===== src/rtl/rr_csr_pkg.sv =====
// rr_csr_pkg
// Shared definitions for the record/replay CSR responder: register offsets
// within the 256 B cfg window, CTRL/STATUS bit positions, the read value for
// unmapped offsets and the request FSM state type.
package rr_csr_pkg;

  localparam logic [7:0] OFF_CTRL     = 8'h00;
  localparam logic [7:0] OFF_STATUS   = 8'h04;
  localparam logic [7:0] OFF_BEATS_LO = 8'h08;
  localparam logic [7:0] OFF_BEATS_HI = 8'h0C;
  localparam logic [7:0] OFF_STALL    = 8'h10;
  localparam logic [7:0] OFF_SCRATCH  = 8'h14;
  localparam logic [7:0] OFF_ID       = 8'h18;

  localparam int unsigned CTRL_RECORD_BIT   = 0;
  localparam int unsigned CTRL_REPLAY_BIT   = 1;
  localparam int unsigned CTRL_SOFT_RST_BIT = 2;

  localparam int unsigned STATUS_BUSY_BIT   = 0;
  localparam int unsigned STATUS_RECORD_BIT = 1;
  localparam int unsigned STATUS_REPLAY_BIT = 2;

  localparam logic [31:0] CSR_DEFAULT_RDATA = 32'hdead_beef;

  typedef enum logic [1:0] {
    IDLE = 2'd0,
    WAIT = 2'd1,
    ACK  = 2'd2
  } rr_csr_state_e;

endpackage


===== src/rtl/rr_sat_counter.sv =====
// rr_sat_counter
// Up-counter with synchronous clear and optional saturation at all-ones.
// Clear has priority over increment.
// Ports:
//   clk, sync_rst_n : clock, async active-low reset
//   inc             : count one event this cycle
//   clr             : force the count to zero (wins over inc)
//   cnt             : current count
module rr_sat_counter #(
  parameter int unsigned WIDTH    = 32,
  parameter bit          SATURATE = 1'b0
) (
  input  logic             clk,
  input  logic             sync_rst_n,
  input  logic             inc,
  input  logic             clr,
  output logic [WIDTH-1:0] cnt
);

  localparam logic [WIDTH-1:0] ONE = {{(WIDTH-1){1'b0}}, 1'b1};

  logic [WIDTH-1:0] cnt_q;
  logic [WIDTH-1:0] cnt_d;

  always_comb begin
    cnt_d = cnt_q;
    if (clr) begin
      cnt_d = '0;
    end else if (inc && !(SATURATE && (&cnt_q))) begin
      cnt_d = cnt_q + ONE;
    end
  end

  always_ff @(posedge clk or negedge sync_rst_n) begin
    if (!sync_rst_n) begin
      cnt_q <= '0;
    end else begin
      cnt_q <= cnt_d;
    end
  end

  assign cnt = cnt_q;

endmodule


===== src/rtl/rr_csr_regs.sv =====
// rr_csr_regs
// CSR responder for the record/replay logic on one cfg_bus port.
// A wr/rd pulse is latched in IDLE; the access commits in the first WAIT
// cycle and ack is returned ACK_LATENCY+1 cycles after the pulse.
// Ports:
//   clk, sync_rst_n          : clock, async active-low reset
//   sh_cl_flr_assert_q       : function-level reset (sync, level)
//   cfg_addr/wdata/wr/rd     : request side of cfg_bus
//   cfg_ack/cfg_rdata        : response side of cfg_bus
//   log_valid/log_ready      : monitored logging-bus handshake
//   rr_busy                  : RR engine status
//   record_en/replay_en      : CTRL bits
//   soft_rst                 : one-cycle pulse from a CTRL write
//
// state | meaning
// IDLE  | waiting for a wr/rd pulse
// WAIT  | access committed on first cycle, latency countdown
// ACK   | ack high for one cycle, rdata valid
module rr_csr_regs
  import rr_csr_pkg::*;
#(
  parameter int unsigned ACK_LATENCY = 2,
  parameter logic [31:0] RR_ID       = 32'h5252_0001
) (
  input  logic        clk,
  input  logic        sync_rst_n,
  input  logic        sh_cl_flr_assert_q,
  input  logic [31:0] cfg_addr,
  input  logic [31:0] cfg_wdata,
  input  logic        cfg_wr,
  input  logic        cfg_rd,
  output logic        cfg_ack,
  output logic [31:0] cfg_rdata,
  input  logic        log_valid,
  input  logic        log_ready,
  input  logic        rr_busy,
  output logic        record_en,
  output logic        replay_en,
  output logic        soft_rst
);

  localparam logic [3:0] LAT_LOAD = 4'(ACK_LATENCY - 1);

  rr_csr_state_e state_q, state_d;
  logic [3:0]    lat_q, lat_d;
  logic          commit_q, commit_d;
  logic          is_wr_q, is_wr_d;
  logic [7:0]    addr_q, addr_d;
  logic [31:0]   wdata_q, wdata_d;
  logic [31:0]   rd_buf_q, rd_buf_d;
  logic [31:0]   rdata_q, rdata_d;
  logic          ack_q, ack_d;
  logic [1:0]    ctrl_q, ctrl_d;
  logic [31:0]   scratch_q, scratch_d;
  logic [31:0]   shadow_q, shadow_d;
  logic          soft_rst_q, soft_rst_d;

  logic [63:0] beat_cnt;
  logic [31:0] stall_cnt;
  logic        beat_clr, stall_clr;
  logic        wr_commit, rd_commit;
  logic [31:0] rd_mux;

  logic unused_addr_hi;
  assign unused_addr_hi = ^cfg_addr[31:8];

  assign wr_commit = commit_q && is_wr_q;
  assign rd_commit = commit_q && !is_wr_q;

  assign beat_clr  = sh_cl_flr_assert_q || soft_rst_q;
  assign stall_clr = beat_clr || (wr_commit && (addr_q == OFF_STALL));

  rr_sat_counter #(.WIDTH(64), .SATURATE(1'b0)) u_beat_cnt (
    .clk        (clk),
    .sync_rst_n (sync_rst_n),
    .inc        (log_valid && log_ready),
    .clr        (beat_clr),
    .cnt        (beat_cnt)
  );

  rr_sat_counter #(.WIDTH(32), .SATURATE(1'b1)) u_stall_cnt (
    .clk        (clk),
    .sync_rst_n (sync_rst_n),
    .inc        (log_valid && !log_ready),
    .clr        (stall_clr),
    .cnt        (stall_cnt)
  );

  always_comb begin
    rd_mux = CSR_DEFAULT_RDATA;
    case (addr_q)
      OFF_CTRL: begin
        rd_mux = '0;
        rd_mux[CTRL_RECORD_BIT] = ctrl_q[0];
        rd_mux[CTRL_REPLAY_BIT] = ctrl_q[1];
      end
      OFF_STATUS: begin
        rd_mux = '0;
        rd_mux[STATUS_BUSY_BIT]   = rr_busy;
        rd_mux[STATUS_RECORD_BIT] = ctrl_q[0];
        rd_mux[STATUS_REPLAY_BIT] = ctrl_q[1];
      end
      OFF_BEATS_LO: rd_mux = beat_cnt[31:0];
      OFF_BEATS_HI: rd_mux = shadow_q;
      OFF_STALL:    rd_mux = stall_cnt;
      OFF_SCRATCH:  rd_mux = scratch_q;
      OFF_ID:       rd_mux = RR_ID;
      default:      rd_mux = CSR_DEFAULT_RDATA;
    endcase
  end

  always_comb begin
    state_d    = state_q;
    lat_d      = lat_q;
    commit_d   = 1'b0;
    is_wr_d    = is_wr_q;
    addr_d     = addr_q;
    wdata_d    = wdata_q;
    rd_buf_d   = rd_buf_q;
    rdata_d    = rdata_q;
    ack_d      = 1'b0;
    ctrl_d     = ctrl_q;
    scratch_d  = scratch_q;
    shadow_d   = shadow_q;
    soft_rst_d = 1'b0;

    case (state_q)
      IDLE: begin
        if (cfg_wr || cfg_rd) begin
          state_d  = WAIT;
          lat_d    = LAT_LOAD;
          commit_d = 1'b1;
          is_wr_d  = cfg_wr;  // write wins over a simultaneous read
          addr_d   = cfg_addr[7:0];
          wdata_d  = cfg_wdata;
        end
      end
      WAIT: begin
        if (lat_q == 4'd0) begin
          state_d = ACK;
          ack_d   = 1'b1;
          // With a one-cycle latency the commit and terminal cycles coincide,
          // so the read value bypasses the buffer.
          if (!is_wr_q) rdata_d = commit_q ? rd_mux : rd_buf_q;
        end else begin
          lat_d = lat_q - 4'd1;
        end
      end
      ACK:     state_d = IDLE;
      default: state_d = IDLE;
    endcase

    if (wr_commit) begin
      case (addr_q)
        OFF_CTRL: begin
          ctrl_d     = {wdata_q[CTRL_REPLAY_BIT], wdata_q[CTRL_RECORD_BIT]};
          soft_rst_d = wdata_q[CTRL_SOFT_RST_BIT];
        end
        OFF_SCRATCH: scratch_d = wdata_q;
        default: ;
      endcase
    end

    if (rd_commit) begin
      rd_buf_d = rd_mux;
      if (addr_q == OFF_BEATS_LO) shadow_d = beat_cnt[63:32];
    end

    if (soft_rst_q) shadow_d = '0;

    // FLR overrides any same-cycle commit; the access itself still acks.
    if (sh_cl_flr_assert_q) begin
      ctrl_d     = '0;
      scratch_d  = '0;
      shadow_d   = '0;
      soft_rst_d = 1'b0;
    end
  end

  always_ff @(posedge clk or negedge sync_rst_n) begin
    if (!sync_rst_n) begin
      state_q    <= IDLE;
      lat_q      <= '0;
      commit_q   <= 1'b0;
      is_wr_q    <= 1'b0;
      addr_q     <= '0;
      wdata_q    <= '0;
      rd_buf_q   <= '0;
      rdata_q    <= '0;
      ack_q      <= 1'b0;
      ctrl_q     <= '0;
      scratch_q  <= '0;
      shadow_q   <= '0;
      soft_rst_q <= 1'b0;
    end else begin
      state_q    <= state_d;
      lat_q      <= lat_d;
      commit_q   <= commit_d;
      is_wr_q    <= is_wr_d;
      addr_q     <= addr_d;
      wdata_q    <= wdata_d;
      rd_buf_q   <= rd_buf_d;
      rdata_q    <= rdata_d;
      ack_q      <= ack_d;
      ctrl_q     <= ctrl_d;
      scratch_q  <= scratch_d;
      shadow_q   <= shadow_d;
      soft_rst_q <= soft_rst_d;
    end
  end

  assign cfg_ack   = ack_q;
  assign cfg_rdata = rdata_q;
  assign record_en = ctrl_q[0];
  assign replay_en = ctrl_q[1];
  assign soft_rst  = soft_rst_q;

endmodule

===== config.mk =====
export PLATFORM = sky130hd
export DESIGN_NAME = rr_csr_regs
export DESIGN_NICKNAME = d
export VERILOG_FILES = /design/src/rtl/rr_csr_pkg.sv /design/src/rtl/rr_sat_counter.sv /design/src/rtl/rr_csr_regs.sv
export SDC_FILE = /design/constraint.sdc
export NUM_CORES = 1
export LEC_CHECK = 0
export BUFFER_PORTS_ARGS = -buffer_cell sky130_fd_sc_hd__buf_2
export CORE_ASPECT_RATIO = 2
export CORE_MARGIN = 3
export CORE_UTILIZATION = 65
export CTS_CLUSTER_DIAMETER = 60
export DETAILED_ROUTE_END_ITERATION = 10
export HOLD_SLACK_MARGIN = 0.1
export PLACE_DENSITY = 0.89
export SLEW_MARGIN = 20
export SYNTH_ARGS = -nofsm -noshare
export SYNTH_HDL_FRONTEND = slang
export SYNTH_SLANG_ARGS = --single-unit

===== constraint.sdc =====
create_clock -name clk -period 3.35 [get_ports clk]
set_input_delay 0.67 -clock clk [delete_from_list [all_inputs] [get_ports clk]]
set_output_delay 0.67 -clock clk [all_outputs]
set_load 0.1 [all_outputs]

==> metrics.csv <==
stage,metric,value,unit
layout,fillers,1391,
floorplan,pin_count,108,
global_route,grt_pass1_vias,11500,
layout,multi_input_area,0.00611,mm2
clock_tree,cts_tree,done,
yosys,synth-seq-cells,276,
layout,seqCellArea,0.00691,mm2
global_route,grt-busiest-layer,met2,
layout,area_growth_syn_to_layout,12.2,%
drt,drc_errors,0,
sta,grt_setup_unrepaired,false,
drt,dr.first_iter.drc_count,953,
outcome,status,finished clean,
yosys,async_flop_share,100,%
yosys,synth_cells,1359,
power,cellPowerDensity,767,mW/mm2
clock_tree,clk_latency,540,ps
clock_tree,postCtsSetupRepairBufs,0,
yosys,yosys_most_used_dff,dfrtp_1,
global_route,globalRouteMet2Util,57.8,%
yosys,synthesis.nets,1435,
sta,worst_pin_slew,870,ps
job,drv_cap,0,
worst_setup_path,path_class,reg -> reg,
sta,tns,0,ps
yosys,synth_top_area_share,51.2,%
layout,n_antenna_cell,0,
sta,fin_crit,2720,ps
yosys,synth_top_area_cell,dfrtp_1,
layout,layout.nets,1493,
place,gp_congestion,0.973,
floorplan,core-area,0.0205,mm2
global_route,grt_usage,34.6,%
global_route,grt_pass1_wl,60900,um
drt,drtAntennaViolNets,0,
global_route,grt_max_degree,107,
floorplan,num_rows,74,
sta,skew,14.0,ps
floorplan,dieArea,0.0226,mm2
layout,drive_above_1_share,17.8,%
clock_tree,ctsRootBufferMaster,clkbuf_16,
drt,viasPerCell,6.70,
clock_tree,htreeDepth,1,
clock_tree,cts.repair.resized,0,
clock_tree,cts_made_buffers,24,
global_route,overflow,0,
place,portBuffers,83,
drt,drt_wl_total,37700,um
floorplan,die_y,210,um
place,numPlacedInstances,1657,
clock_tree,cts.sinks,276,
floorplan,initial_core_util,66.0,%
worst_setup_path,endpoint_kind,flop,
yosys,syn_area_per_cell,9.93,um2
drt,drt-pass1-iter-count,6,
sta,slew-limit-headroom,40.5,%
place,dpl.hpwl,26500,um
sta,hold_viol,0,
yosys,yosysWarnings,0,
worst_setup_path,cp_max_fo,8,
worst_setup_path,start_kind,flop,
sta,post-route-period-util,81.3,%
yosys,synth.area.top_cells,"dfrtp_1 (51%), nand2_1 (4.5%), mux2_2 (3.8%)",
power,power_leakage,6.45,nW
yosys,synth_edf_count,0,
clock_tree,postCtsHoldBufs,0,
layout,layout.cells.non_filler,1701,
clock_tree,clock_path_buffers,3,
global_route,grt_use_met3,5.45,%
global_route,gr-usage-met1,38.8,%
worst_setup_path,regToRegSetupSlack,630,ps
power,ir_drop,0.000696,V
yosys,syn_area,0.0135,mm2
sta,fmax,367,MHz
floorplan,fp.dieW,108,um
yosys,synth_seq_area_share,51.2,%
yosys,synth_cell_types,68,
worst_hold_path,hold_path.class,in -> async,
sta,setup_viol,0,
sta,finalMaxSlewViolations,0,
worst_setup_path,worstPathArrival,3200,ps
drt,vias,11400,
worst_setup_path,cp.required,3820,ps
drt,routedWlPerCell,22.2,um
global_route,antenna_found_initial,0,
clock_tree,clk_pin_slew,70,ps
sequential cells by signal (all words and copies together) (netlist names), 8 cells and up:
signal / cells
addr_q: 8
u_beat_cnt.cnt: 64
scratch_q: 32
cfg_rdata: 32
wdata_q: 32
u_stall_cnt.cnt: 32
shadow_q: 32
rd_buf_q: 32
area by class of cell:
class	count	area share, %
Sequential cell	276	45.6
Multi-Input combinational cell	964	40.4
Timing Repair Buffer	133	5.54
Clock buffer	33	4.73
Tap cell	266	2.20
Clock inverter	11	1.10
Inverter	18	0.446
synthesized netlist by cell type (all sizes together) (10+ instances only):
library cell,count
xnor2,19
inv,17
a21oi,101
nor2,102
dfrtp,276
a21o,33
nand3b,10
nand4,37
nor4b,21
a22o,32
xor2,28
clkbuf,76
or4,22
o21ai,76
buf,25
a31oi,11
nand3,33
a211oi,27
and4,14
nand2,165
o31ai,20
or3,30
nor4,27
nor3,13
mux2,45
final timing paths:
path / endpoint / cells past startpoint / startpoint
max: cfg_rdata[4]$_DFFE_PN0P_ / 5 / addr_q[1]$_DFFE_PN0P_
max in group asynchronous: shadow_q[26]$_DFFE_PN0P_ / 2 / sync_rst_n
max reg2reg: cfg_rdata[4]$_DFFE_PN0P_ / 5 / addr_q[1]$_DFFE_PN0P_
min reg2reg: cfg_rdata[13]$_DFFE_PN0P_ / 1 / cfg_rdata[13]$_DFFE_PN0P_
min in group clk: wdata_q[23]$_DFFE_PN0P_ / 2 / cfg_wdata[23]
min: lat_q[2]$_DFFE_PN0P_ / 1 / sync_rst_n
cell families after synthesis:
group           after synthesis  synth area share [%]
flops                       276                  51.2
mux                          53                  4.44
buf+inv                     119                  3.62
compound gates              342                  16.7
xor+xnor                     47                  3.05
simple gates                518                  20.7
fa+ha+maj                     4                 0.371
routing by layer:
metal | share of wire [%] | up-vias
met5 | 0 | -
met3 | 7.0 | 212
met1 | 33 | 5503
met4 | 9.5 | 0
met2 | 50 | 613
li1 | - | 5071
worst max-delay path, cell delays in order, from the launching register on:
cell and delay, ps:
dfrtp_1 450, or4_1 800, a2111oi_0 660, a221oi_1 220
a211oi_1 410, a21o_1 120
per-stage QoR:
stage	cell area, um2	hold WS [ps]	utilization (%)	total power, mW	setup WS (ps)
2_1_floorplan	13500	374	-	7.52	1170
3_3_place_gp	14300	454	69.7	8.38	721
3_5_place_dp	14300	461	69.7	8.53	627
4_1_cts	15100	214	74.0	11.6	585
5_1_grt	15100	216	74.0	12.1	354
6_report	15100	154	74.0	11.6	625
placed cells by master (no fill, tap or decap), drive strengths merged, types with 33 or more instances in the layout:
cell type  instances
a21o              33
a21oi            101
buf              133
clkbuf            33
dfrtp            276
mux2              45
nand2            165
nand3             33
nand4             37
nor2             102
o21ai             76
power by group:
part           switching (mW)  internal [mW]  leakage (nW)
clock                    1.28           1.81         0.426
sequential              0.461           3.96          3.62
combinational            2.96           1.14          2.40
Power figures use the tool's default switching activity.
